$ cat config.mk
export PLATFORM = sky130hd
export DESIGN_NAME = fp16_lane_accum
export DESIGN_NICKNAME = d
export VERILOG_FILES = /design/src/rtl/fp16_lane_accum.sv
export SDC_FILE = /design/constraint.sdc
export NUM_CORES = 1
export LEC_CHECK = 0
export ABC_CLOCK_PERIOD_IN_PS = 15100
export CAP_MARGIN = 5
export CELL_PAD_IN_SITES_DETAIL_PLACEMENT = 1
export CELL_PAD_IN_SITES_GLOBAL_PLACEMENT = 1
export CORE_UTILIZATION = 41
export DETAILED_ROUTE_END_ITERATION = 8
export PLACE_DENSITY_LB_ADDON = 0.15
export REMOVE_ABC_BUFFERS = 1
export SLEW_MARGIN = 0
export SYNTH_ARGS = -nofsm -noshare
export SYNTH_HDL_FRONTEND = slang
export SYNTH_SLANG_ARGS = --single-unit
$ cat constraint.sdc
create_clock -name clk -period 15.1 [get_ports clk]
set_input_delay 3.02 -clock clk [delete_from_list [all_inputs] [get_ports clk]]
set_output_delay 3.02 -clock clk [all_outputs]
set_load 0.02 [all_outputs]
$ cat src/rtl/fp16_lane_accum.sv
// rtl/fp16_lane_accum.sv - four-lane FP16 accumulator for FP8 vector-multiply results
// Each lane sums its products over a first/last delimited sequence; sum is held on a valid/ready output.
module fp16_lane_accum #(
  parameter int ID_WIDTH = 32
) (
  input  logic                clk,
  input  logic                rst,
  input  logic                in_valid,
  output logic                in_ready,
  input  logic                in_first,
  input  logic                in_last,
  input  logic [63:0]         in_res,
  input  logic [ID_WIDTH-1:0] in_id,
  output logic                out_valid,
  input  logic                out_ready,
  output logic [63:0]         out_res,
  output logic [ID_WIDTH-1:0] out_id
);

  function automatic logic [15:0] canon(input logic [15:0] x);
    if (&x[14:10] && |x[9:0]) return 16'h7E00;
    if (x[14:10] == 5'd0 && |x[9:0]) return {x[15], 15'd0};
    return x;
  endfunction

  function automatic logic [15:0] fadd(input logic [15:0] x, input logic [15:0] y);
    logic [15:0]       a, b, t;
    logic [4:0]        d;
    logic [13:0]       sa, sb, n;
    logic [14:0]       s;
    logic [3:0]        lz;
    logic [9:0]        mant;
    logic signed [6:0] e;
    a = canon(x);
    b = canon(y);
    if ((&a[14:10] && |a[9:0]) || (&b[14:10] && |b[9:0])) return 16'h7E00;
    if (&a[14:10] && &b[14:10]) return (a[15] == b[15]) ? a : 16'h7E00;
    if (&a[14:10]) return a;
    if (&b[14:10]) return b;
    // a carries the larger magnitude, so its sign and exponent lead the result
    if (a[14:0] < b[14:0]) begin
      t = a;
      a = b;
      b = t;
    end
    d  = a[14:10] - b[14:10];
    sa = {|a[14:10], a[9:0], 3'b000};
    sb = {|b[14:10], b[9:0], 3'b000} >> d;
    s  = (a[15] == b[15]) ? ({1'b0, sa} + {1'b0, sb}) : ({1'b0, sa} - {1'b0, sb});
    if (s == 15'd0) return 16'h0000;
    if (s[14]) begin
      e    = $signed({2'b00, a[14:10]}) + 7'sd1;
      mant = 10'(s >> 4);
    end else begin
      lz = 4'd0;
      for (int i = 0; i < 14; i++) begin
        if (s[i]) lz = 4'(13 - i);
      end
      n    = s[13:0] << lz;
      e    = $signed({2'b00, a[14:10]}) - $signed({3'b000, lz});
      mant = 10'(n >> 3);
    end
    if (e < 7'sd1) return {a[15], 15'd0};
    if (e > 7'sd30) return {a[15], 5'h1F, 10'd0};
    return {a[15], e[4:0], mant};
  endfunction

  logic [63:0]         acc_q, acc_d;
  logic [63:0]         res_q, res_d;
  logic [ID_WIDTH-1:0] id_q, id_d;
  logic                valid_q, valid_d;
  logic [63:0]         nxt;
  logic                accept;

  assign in_ready  = !valid_q || out_ready;
  assign accept    = in_valid && in_ready;
  assign out_valid = valid_q;
  assign out_res   = res_q;
  assign out_id    = id_q;

  always_comb begin
    nxt = 64'd0;
    for (int i = 0; i < 4; i++) begin
      nxt[16*i +: 16] = in_first ? canon(in_res[16*i +: 16])
                                 : fadd(acc_q[16*i +: 16], in_res[16*i +: 16]);
    end
  end

  always_comb begin
    acc_d   = acc_q;
    res_d   = res_q;
    id_d    = id_q;
    valid_d = valid_q;
    if (out_ready) valid_d = 1'b0;
    if (accept) begin
      if (in_last) begin
        acc_d   = 64'd0;
        res_d   = nxt;
        id_d    = in_id;
        valid_d = 1'b1;
      end else begin
        acc_d = nxt;
      end
    end
  end

  always_ff @(posedge clk or posedge rst) begin
    if (rst) begin
      acc_q   <= 64'd0;
      res_q   <= 64'd0;
      id_q    <= '0;
      valid_q <= 1'b0;
    end else begin
      acc_q   <= acc_d;
      res_q   <= res_d;
      id_q    <= id_d;
      valid_q <= valid_d;
    end
  end

endmodule

## Yosys cells after proc, flatten, opt, wreduce, memory -nomap -nowiden

Cells that the tools add are included.

- Register bits: 161
- Input bits: 102
- Output and inout bits: 98
- Word-level logic and storage cells: 540

- $add $sub $neg: 20
- Magnitude comparators: 12
- Eq/ne operators: 8
- Shift operators: 8
- Multiplexer cells: 400
- Reduce and logical (&&, ||, !) cells: 88

Operators with widths:

| kind | count |
|---|---|
| two-way mux 16 bit | 148 |
| two-way mux 4 bit | 80 |
| two-way mux 7 bit | 24 |
| OR reduction 10 bit | 16 |
| two-way mux 1 bit | 139 |
| AND reduction 5 bit | 16 |
| two-way mux 64 bit | 1 |
| adder 14 x 14 -> 15 bit | 4 |
| zero test 15 bit | 4 |
| less-than comparator 15 bit | 4 |
| two-way mux 15 bit | 4 |
| subtractor 14 x 14 -> 15 bit | 4 |
| left shift 14 x 4 -> 13 bit | 4 |
| >> shifter 14 x 5 -> 14 bit | 4 |
| zero test 5 bit | 8 |
| two-way mux 10 bit | 4 |
| OR reduction 5 bit | 8 |
| logical AND 1 bit | 29 |
| > comparator 7 x 6 -> 1 bit (second input constant) | 4 |
| less-than comparator 7 x 2 -> 1 bit (second input constant) | 4 |
| adder 5 x 1 -> 6 bit (second input constant) | 4 |
| subtractor 5 x 4 -> 6 bit | 4 |
| subtractor 5 bit | 4 |
| equality test 1 bit | 8 |
| other kinds (3) | 7 |

## Depth between registers and ports, before layout

Gate-level depths: netlist (run 1).

- Depth after elaboration: 73
- Mapped depth: 59

## Worst setup path before layout (run 1)

Ideal clock, no wire load.

- Path kind: input -> register
- Start: input port in_res[30]
- End: register res_q[17], in the netlist out_res[17]
- Library setup time: 0.134 ns
- Arrival: 13.740 ns
- Data required time: 14.966 ns
- Slack: 1.226 ns
- Stages: 55
- Cell sequence: and3_1 and3_1 buf_2 nor2_1 clkbuf_1 nand2_1 ha_1 a21oi_1 o21ai_0 nor3_1 o211ai_1 o211a_1 buf_6 nor2_2 clkbuf_1 mux2_2 ha_1 or4_4 (+19 left out) inv_1 o31ai_1 clkbuf_1 nand2_1 a211oi_2 inv_1 ha_1 a21o_1 xnor2_1 nor4b_1 nand3_1 a21oi_1 nor2b_1 nor2b_1 and3_1 a41o_1 a31oi_1 o21ai_0

- Word-level cells in the longest chain between the ends: 59

RTL lines:

| what | line | source |
|---|---|---|
| from (decl) | 12 | `input logic [63:0] in_res,` |
| zero test 5 bit | 22 | `if (x[14:10] == 5'd0 && \|x[9:0]) return {x[15], 15'd0};` |
| logical AND 1 bit | 22 |  |
| two-way mux 1 bit (2 in a row) | 22 |  |
| two-way mux 16 bit | 23 | `return x;` |
| two-way mux 16 bit (*) | 22 |  |
| less-than comparator 15 bit | 41 | `if (a[14:0] < b[14:0]) begin` |
| two-way mux 16 bit (2 in a row) | 41 |  |
| two-way mux 16 bit | 39 | `if (&b[14:10]) return b;` |
| (+41 left out) | - |  |
| two-way mux 16 bit | 65 | `return {a[15], e[4:0], mant};` |
| two-way mux 16 bit | 64 | `if (e > 7'sd30) return {a[15], 5'h1F, 10'd0};` |
| two-way mux 16 bit | 51 | `if (s[14]) begin` |
| two-way mux 16 bit | 41 |  |
| two-way mux 16 bit | 39 |  |
| two-way mux 16 bit | 38 | `if (&a[14:10]) return a;` |
| two-way mux 16 bit | 37 | `if (&a[14:10] && &b[14:10]) return (a[15] == b[15]) ? a : 16'h7E00;` |
| two-way mux 16 bit (*) | 84 | `nxt[16*i +: 16] = in_first ? canon(in_res[16*i +: 16])` |
| to (signal assigned) | 115 | `res_q <= res_d;` |
| to (decl) | 69 | `logic [63:0] res_q, res_d;` |

Mark *: on every way between the ends. The rest lies on a longest branch, timed or not. The select of a mux whose other input is x is not followed.
A chain may end at the register's enable or synchronous reset.

## Final worst setup path (run 1)

- Start: input port in_res[11]
- End: register acc_q[7]

- Word-level cells in the longest chain between the ends: 60

RTL lines:

| what | line | source |
|---|---|---|
| zero test 5 bit | 22 |  |
| logical AND 1 bit | 22 |  |
| two-way mux 1 bit (2 in a row) | 22 |  |
| two-way mux 16 bit | 23 |  |
| two-way mux 16 bit (*) | 22 |  |
| less-than comparator 15 bit | 41 |  |
| two-way mux 16 bit (2 in a row) | 41 |  |
| two-way mux 16 bit | 39 |  |
| (+42 left out) | - |  |
| two-way mux 16 bit | 64 |  |
| two-way mux 16 bit | 51 |  |
| two-way mux 16 bit | 41 |  |
| two-way mux 16 bit | 39 |  |
| two-way mux 16 bit | 38 |  |
| two-way mux 16 bit | 37 |  |
| two-way mux 16 bit (*) | 84 |  |
| two-way mux 64 bit (*) | 96 | `if (in_last) begin` |
| to (signal assigned) | 109 | `acc_q <= 64'd0;` |
| to (signal assigned) | 114 | `acc_q <= acc_d;` |
| to (decl) | 68 | `logic [63:0] acc_q, acc_d;` |

Marked as above.

==> results of run 1 <==
==> routing by layer <==
layer	up-vias	part of all wire, %	wire, µm
li1	13400	-	-
met1	14500	44	48800
met2	969	47	52300
met3	161	5.7	6270
met4	2	2.8	3110
met5	-	0.012	13
==> registers in the layout, indices dropped and copies added (netlist names) <==
register / count
acc_q: 64
out_valid: 1
out_res: 64
out_id: 32
==> through the flow <==
step                worst slack (ps)  cells  area, µm²  TNS (ps)
floorplan                        918   3343      24500         0
global placement                 255   4439      28400         0
detailed placement             -53.4   4439      28400      -106
CTS                              377   4470      29000         0
global route                    12.5   4477      29100         0
finish                           599   4478      29100         0
==> how the worst min path moves through the flow <==
stage	startpoint	endpoint	slack, ps	cells after the start
6_report	out_id[0]	out_id[0]	480	2
4_1_cts	out_id[10]	out_id[10]	480	2
3_3_place_gp	out_id[0]	out_id[0]	460	2
2_1_floorplan	acc_q[63]	acc_q[63]	460	2
3_5_place_dp	out_id[10]	out_id[10]	470	2
5_1_grt	out_id[4]	out_id[4]	510	2
==> Yosys cell counts (36+ instances only) <==
cell type  number
a21oi_1       230
o21ai_0       235
nor4_1         50
clkbuf_1      171
a31oi_1        46
ha_1          176
xnor2_1        44
a21o_1         60
mux2_2         47
a211oi_1       64
nand3_1       126
nor2_1        277
o211ai_1       60
and2_1         47
and3_1         53
nand2_1       539
nand2b_1       36
mux2i_1       108
nor3_1         87
inv_1         195
dfrtp_1       161
==> cell type report <==
class | count | area, µm² | area share, %
Clock buffer | 18 | 429 | 1.48
Antenna cell | 1 | 2.50 | 0.00860
Timing Repair Buffer | 321 | 2900 | 9.98
Clock inverter | 13 | 199 | 0.684
Tap cell | 782 | 978 | 3.36
Sequential cell | 161 | 4030 | 13.9
Multi-Input combinational cell | 2977 | 19800 | 68.0
Inverter | 205 | 774 | 2.66
==> cell families (layout without fill, tap and decap cells) <==
kind of cell,Yosys count,in the layout
AO/OA/AOI/OAI,1158,1158
XOR/XNOR,70,70
adder cells (fa/ha/maj),188,188
buffers and inverters,412,557
flip-flops,161,161
multiplexers,170,170
other,0,1
AND/OR/NAND/NOR,1391,1391
==> worst reg2reg max path, delay by kind of cell (launching register included) <==
kind | cells | cell delay [ps]
buffers and inverters | 3 | 450
adders and majority gates | 4 | 1450
muxes | 1 | 300
and+or+nand+nor | 15 | 3710
AOI/OAI and AO/OA | 24 | 5490
DFF | 1 | 470
==> timing repair <==
item | 4_1_cts | 5_1_grt
resized for setup | 0 | 10
buffers inserted | 0 | 7
setup endpoints to repair | 0 | 51
==> results.yml, run 1 <==
place:
  dp_hpwl_um: 88000
  gp_congestion: 0.999
  portBuffers: 199
logic_synthesis:
  synth_adder_area_share_pct: 9.53
  synthCells: 3550
  synth_top_family_by_area: "compound AO/OA/AOI/OAI gates"
  synthMuxAreaShare_pct: 7.62
  synth_top_area_share_pct: 15.9
  synth-xor-area-share_pct: 2.45
  seq_area_frac_synth_pct: 15.9
  synth_area_leaders: "dfrtp_1, ha_1, nand2_1, o21ai_0, a21oi_1"
  async_flop_share_pct: 100
  syn_area_um2: 25300
  synthSimpleGateAreaFrac_pct: 25.9
  yosysUniqueCellTypes: 132
  ys.flop_type: "dfrtp_1"
  ys_ff_latch: 161
  synth_top_area_cell: "dfrtp_1"
  synth_edf_count: 0
  synth_compound_area_share_pct: 32.2
  yosysWarnings: 0
  avgSynthCellArea_um2: 7.14
routing:
  firstDrtPassIters: 5
  vias_per_cell: 6.47
  drtIter0Drc: 2131
  wl_per_cell_um: 24.7
  dr_total_vias: 29000
  ant_nets: 0
  routed_wl_um: 110000
  drcViolationCount: 0
setup_path:
  cp_slowest_cell: "or4_1"
  regToRegSetupSlack_ps: 3140
  crit_cells: 49
  critical_path_required_ps: 15510
  cp-startpoint: "in_res[11]"
  critPathMostFrequentCell: "a21oi_1"
  crit_buf_inv: 5
  critPathTopFamily: "compound AO/OA/AOI/OAI gates"
  reg2reg_from: "acc_q[11]"
  path_max_fanout: 14
  path_class: "in -> reg"
  start_kind: "input pin"
  max_stage_delay_ps: 570
  cp-endpoint: "acc_q[7]"
  reg2reg_depth: 47
  rr_endpoint: "acc_q[7]"
  endpoint_kind: "flip-flop"
  worstPathArrival_ps: 14910
global_routing:
  met3_usage_pct: 4.51
  grt_pass1_wl_um: 172000
  grt-busiest-layer: "met2"
  grt_pass1_vias: 29300
  met2_usage_pct: 58.3
  globalRouteMet1Util_pct: 45.6
  grt_overflow: 0
  antenna_found_initial: 2
  grtUsageTotal_pct: 34.6
  grt_max_degree: 71
flow_run:
  max-cap-violations: 0
sta:
  clock-skew-final_ps: 19.4
  finalSetupViolCount: 0
  hold_viol: 0
  fmax_mhz: 69.0
  slew_headroom_pct: 31.2
  min_period_over_period_pct: 96.0
  tightestPinTransition_ps: 1030
  slew_viol_final: 0
  rsz0062_at_grt: "false"
  hold_ws_ps: 478
  period_needed_ps: 14500
clock_network:
  clock_latency_ps: 500
  postCtsHoldBufs: 0
  cts_made_buffers: 17
  cts_tree: "yes"
  path_clk_slew_ps: 70
  cts.sinks: 161
  h-tree-depth: 4
  clock_path_buffers: 2
  cts-root-buf: "clkbuf_16"
layout:
  area_growth_pct: 14.8
  final_common_cell: "nand2_1"
  fin_util_pct: 47.9
  final_cell_mix: "nand2_1, nor2_1, o21ai_0"
  nNetsFinal: 3970
  fillers: 7648
  post_route_cells_drive_above_1_share_pct: 9.31
die:
  ios: 200
  start_util_pct: 41.7
  fp.coreArea_um2: 60700
  die_width_um: 251
  dieHeight_um: 251
  die_area_um2: 62800
  rows: 90
run_status:
  status: "complete, no violations"
min_path:
  hold_path_class: "reg -> reg"
Power of run 1 is not shown: default switching activity piles up to over one toggle a cycle in this logic, so the estimate is an artifact.
==> run 2, diff against run 1 <==
Settings changed: ABC_CLOCK_PERIOD_IN_PS 15100 to 13400, CORE_MARGIN set to 2.
Clock period 15.1 ns to 13.4 ns, I/O delays scaled along.
==> run 2 against run 1 <==
  * Worst hold slack got worse by 2.7 ps
  * Wire length rose by 5.0%
  * Global-route usage up 0.90 points
  * Via count grew 3.9%
  * Critical endpoint is now acc_q[49]
  * Largest cell class unchanged
==> results.yml, run 2 (same netlist as run 1, synthesis figures left out) <==
die:
  dieHeight_um: 253
  die_width_um: 253
  ios: 200
  die_area_um2: 63800
  fp.coreArea_um2: 61400
  start_util_pct: 41.3
  rows: 91
sta:
  min_period_over_period_pct: 96.5
  slew_headroom_pct: 24.6
  setup_ws_ps: 463
  clock-skew-final_ps: 23.8
  fmax_mhz: 77.3
  finalSetupViolCount: 0
  tightestPinTransition_ps: 1130
  period_needed_ps: 12940
  hold_viol: 0
  slew_viol_final: 0
layout:
  area_growth_pct: 20.8
  final_common_cell: "nand2_1"
  nNetsFinal: 4128
  fillers: 7751
  final_cell_mix: "nand2_1, buf_4, nor2_1"
  num_antenna_cells: 0
  post_route_cells_drive_above_1_share_pct: 14.5
place:
  portBuffers: 199
  dp_slack_ps: -1060
  gp_congestion: 1.03
  dp_hpwl_um: 92500
setup_path:
  rr_endpoint: "out_res[0]"
  start_kind: "input pin"
  cp-endpoint: "acc_q[49]"
  cp_slowest_cell: "fa_1"
  critPathMostFrequentCell: "a21oi_1"
  endpoint_kind: "flip-flop"
  reg2reg_from: "acc_q[11]"
  cp-startpoint: "in_res[62]"
  worstPathArrival_ps: 13340
  critical_path_required_ps: 13800
  path_class: "in -> reg"
  regToRegSetupSlack_ps: 2290
  path_max_fanout: 11
  max_stage_delay_ps: 480
  reg2reg_depth: 51
clock_network:
  h-tree-depth: 4
  cts_made_buffers: 17
  clock_latency_ps: 490
  clock_path_buffers: 2
  cts.sinks: 161
  postCtsHoldBufs: 0
  cts-root-buf: "clkbuf_16"
  path_clk_slew_ps: 70
  cts_tree: "yes"
routing:
  dr_total_vias: 30100
  ant_nets: 0
  firstDrtPassIters: 6
  vias_per_cell: 6.48
  drtIter0Drc: 2300
  drcViolationCount: 0
  routed_wl_um: 116000
  wl_per_cell_um: 25.0
global_routing:
  grt_pass1_wl_um: 180000
  grt_overflow: 0
  grtUsageTotal_pct: 35.5
  antenna_found_initial: 2
  grt_pass1_vias: 31000
  grt-busiest-layer: "met2"
  met2_usage_pct: 59.3
  grt_max_degree: 70
  globalRouteMet1Util_pct: 46.6
  met3_usage_pct: 4.62
run_status:
  status: "complete, no violations"
flow_run:
  max-cap-violations: 0
min_path:
  hold_path_class: "reg -> reg"
[run 2: cell count changes in the layout (fill, tap and decap cells not counted), moves of 7 or more]
cell	delta
a21oi_1	-7
o21ai_0	-7
a211oi_1	-8
buf_4	+156
[run 2: worst min-delay path by stage]
stage	startpoint	end	slack, ps	cells past startpoint
final	out_res[13]	out_res[13]	480	2
after global routing	out_res[13]	out_res[13]	490	2
after CTS	out_res[13]	out_res[13]	480	2
after detailed placement	out_id[15]	out_id[15]	470	2
after global placement	out_id[30]	out_id[30]	460	2
after floorplan	acc_q[63]	acc_q[63]	460	2
[run 2: routing by layer]
layer | vias to the layer above | part of all wire (%)
met5 | - | 0.018
met4 | 4 | 3.6
met3 | 241 | 6.2
met2 | 1159 | 47
met1 | 15000 | 43
li1 | 13700 | -
[run 2: cell type report]
cell class / instances / area, µm² / share of cell area [%]
multi-input combinational: 2977 / 20100 / 65.8
clock buffer: 19 / 443 / 1.45
tap: 790 / 988 / 3.23
inverter: 205 / 774 / 2.53
timing repair buffer: 479 / 4100 / 13.4
sequential: 161 / 4030 / 13.2
clock inverter: 13 / 128 / 0.417
[run 2: what timing repair did]
item,4_1_cts,5_1_grt
cloned,0,0
gates resized for setup,9,86
hold endpoints to repair,0,0
setup endpoints to repair,24,118
pin swaps,2,10
setup buffers,2,4
[run 2: metrics by stage]
| stage | instance area (µm²) | utilization (%) | TNS [ps] | instances | hold WS [ps] |
|---|---|---|---|---|---|
| final | 30600 | 49.9 | 0 | 4644 | 476 |
| after CTS | 30200 | 49.2 | 0 | 4640 | 484 |
| after global routing | 30600 | 49.9 | -236 | 4644 | 494 |
| after global placement | 29600 | 48.2 | -15540 | 4606 | 457 |
| after floorplan | 24500 | - | -4020 | 3343 | 455 |
| after detailed placement | 29600 | 48.2 | -27220 | 4606 | 466 |
[run 2: critical path, delay by kind of cell]
family	cells	cell delay [ps]
muxes	1	170
and+or+nand+nor	15	3040
buffers and inverters	7	1370
AOI/OAI and AO/OA	19	3830
adders and majority gates	5	1760
xor gates and xnor gates	2	530
Power of run 2 is left out for the same reason.
==> run 3, diff against run 2 <==
Settings changed: CORE_MARGIN 2 to not set.
==> run 3 against run 2 <==
  * Final area down 0.74%
  * Clock skew down 12 ps
  * Non-clock buffer count down 27
  * Critical path depth up 1
  * Maximum frequency up 0.33%
  * Utilization up 0.18 points
  * Critical endpoint is now out_res[51]
  * Via count down 1.7%
  * Die area down 1.6%
  * Critical path type unchanged
  * Final cell count down 0.73%
  * Sequential share of layout area up 0.098 points
  * Register-to-register slack worse by 50 ps
==> results.yml, run 3 (same netlist as run 1, synthesis figures left out) <==
run_status:
  status: "complete, no violations"
layout:
  fillers: 7640
  post_route_cells_drive_above_1_share_pct: 13.7
  nNetsFinal: 4101
  multiInputGateArea_um2: 20100
  area_growth_pct: 19.9
  final-seq-area_um2: 4030
  final_common_cell: "nand2_1"
  final_cell_mix: "nand2_1, nor2_1, buf_4"
  stdcell_count: 4610
setup_path:
  cp_slowest_cell: "clkdlybuf4s50_1"
  cp-endpoint: "out_res[51]"
  path_class: "in -> reg"
  max_stage_delay_ps: 500
  path_max_fanout: 10
  start_kind: "input pin"
  worstPathArrival_ps: 13230
  cp-startpoint: "in_res[60]"
  critical_path_required_ps: 13730
  endpoint_kind: "flip-flop"
  regToRegSetupSlack_ps: 2240
  reg2reg_from: "acc_q[11]"
  rr_endpoint: "acc_q[3]"
  reg2reg_depth: 51
clock_network:
  clock_latency_ps: 500
  postCtsHoldBufs: 0
  path_clk_slew_ps: 80
  cts.sinks: 161
  cts-root-buf: "clkbuf_16"
  h-tree-depth: 4
  cts_made_buffers: 17
  cts_tree: "yes"
  clock_path_buffers: 2
sta:
  period_needed_ps: 12890
  setup_ws_ps: 505
  hold_viol: 0
  tightestPinTransition_ps: 1150
  clock-skew-final_ps: 11.4
  hold_ws_ps: 483
  slew_viol_final: 0
  finalSetupViolCount: 0
  fmax_mhz: 77.6
  slew_headroom_pct: 22.8
  min_period_over_period_pct: 96.2
die:
  die_area_um2: 62800
  ios: 200
  dieHeight_um: 251
  die_width_um: 251
  rows: 90
  fp.coreArea_um2: 60700
  start_util_pct: 41.7
global_routing:
  grt_overflow: 0
  grt_pass1_vias: 30200
  grt_pass1_wl_um: 175000
  grt_max_degree: 99
  antenna_found_initial: 2
  grtUsageTotal_pct: 35.0
place:
  place_inst: 4560
  gp_congestion: 0.988
  portBuffers: 199
  dp_hpwl_um: 89700
  dp_slack_ps: -670
min_path:
  hold_path_class: "reg -> reg"
routing:
  routed_wl_um: 112000
  wl_per_cell_um: 24.4
  drcViolationCount: 0
  ant_nets: 0
  dr_total_vias: 29600
  vias_per_cell: 6.42
  drtIter0Drc: 2420
  firstDrtPassIters: 5
flow_run:
  max-cap-violations: 0
==> run 3: worst min-delay path by stage <==
stage	start	to	slack, ps	depth (start not counted)
final	out_id[0]	out_id[0]	480	2
after global routing	out_res[59]	out_res[59]	500	2
after CTS	out_res[58]	out_res[58]	480	2
after detailed placement	out_res[58]	out_res[58]	460	2
after global placement	out_id[11]	out_id[11]	460	2
after floorplan	acc_q[63]	acc_q[63]	460	2
==> run 3: area by class of cell <==
cell class / count / share of cell area, %
Multi-Input combinational cell: 2977 / 66.1
Sequential cell: 161 / 13.3
Timing Repair Buffer: 452 / 12.9
Tap cell: 782 / 3.22
Inverter: 205 / 2.55
Clock buffer: 17 / 1.40
Clock inverter: 15 / 0.540
Antenna cell: 1 / 0.00824
==> run 3: routing by layer <==
metal	routed length, µm	global-route usage [%]
met5	12	0
met4	3740	12.2
met3	6610	5.41
met2	52200	57.7
met1	49900	46.2
==> run 3: per-stage QoR <==
step	util (%)	TNS [ps]	cell area (µm²)
5_1_grt	50.0	-216	30400
3_5_place_dp	48.2	-15740	29300
6_report	50.0	0	30400
3_3_place_gp	48.2	-6130	29300
4_1_cts	49.3	0	29900
2_1_floorplan	-	-4020	24500
==> run 3: repair_timing <==
action	4_1_cts	5_1_grt
pin swaps	2	9
endpoints found under the setup margin	16	113
gates resized for setup	4	82
setup buffers	2	15
==> run 3: critical path: cells and delay by family <==
kind / cells / cell delay, ps
buffers and inverters: 5 / 1010
AO/OA/AOI/OAI: 18 / 3690
multiplexers: 4 / 840
XOR/XNOR: 1 / 180
AND/OR/NAND/NOR: 17 / 3080
adder cells (fa/ha/maj): 5 / 1740
Power of run 3 is left out for the same reason.
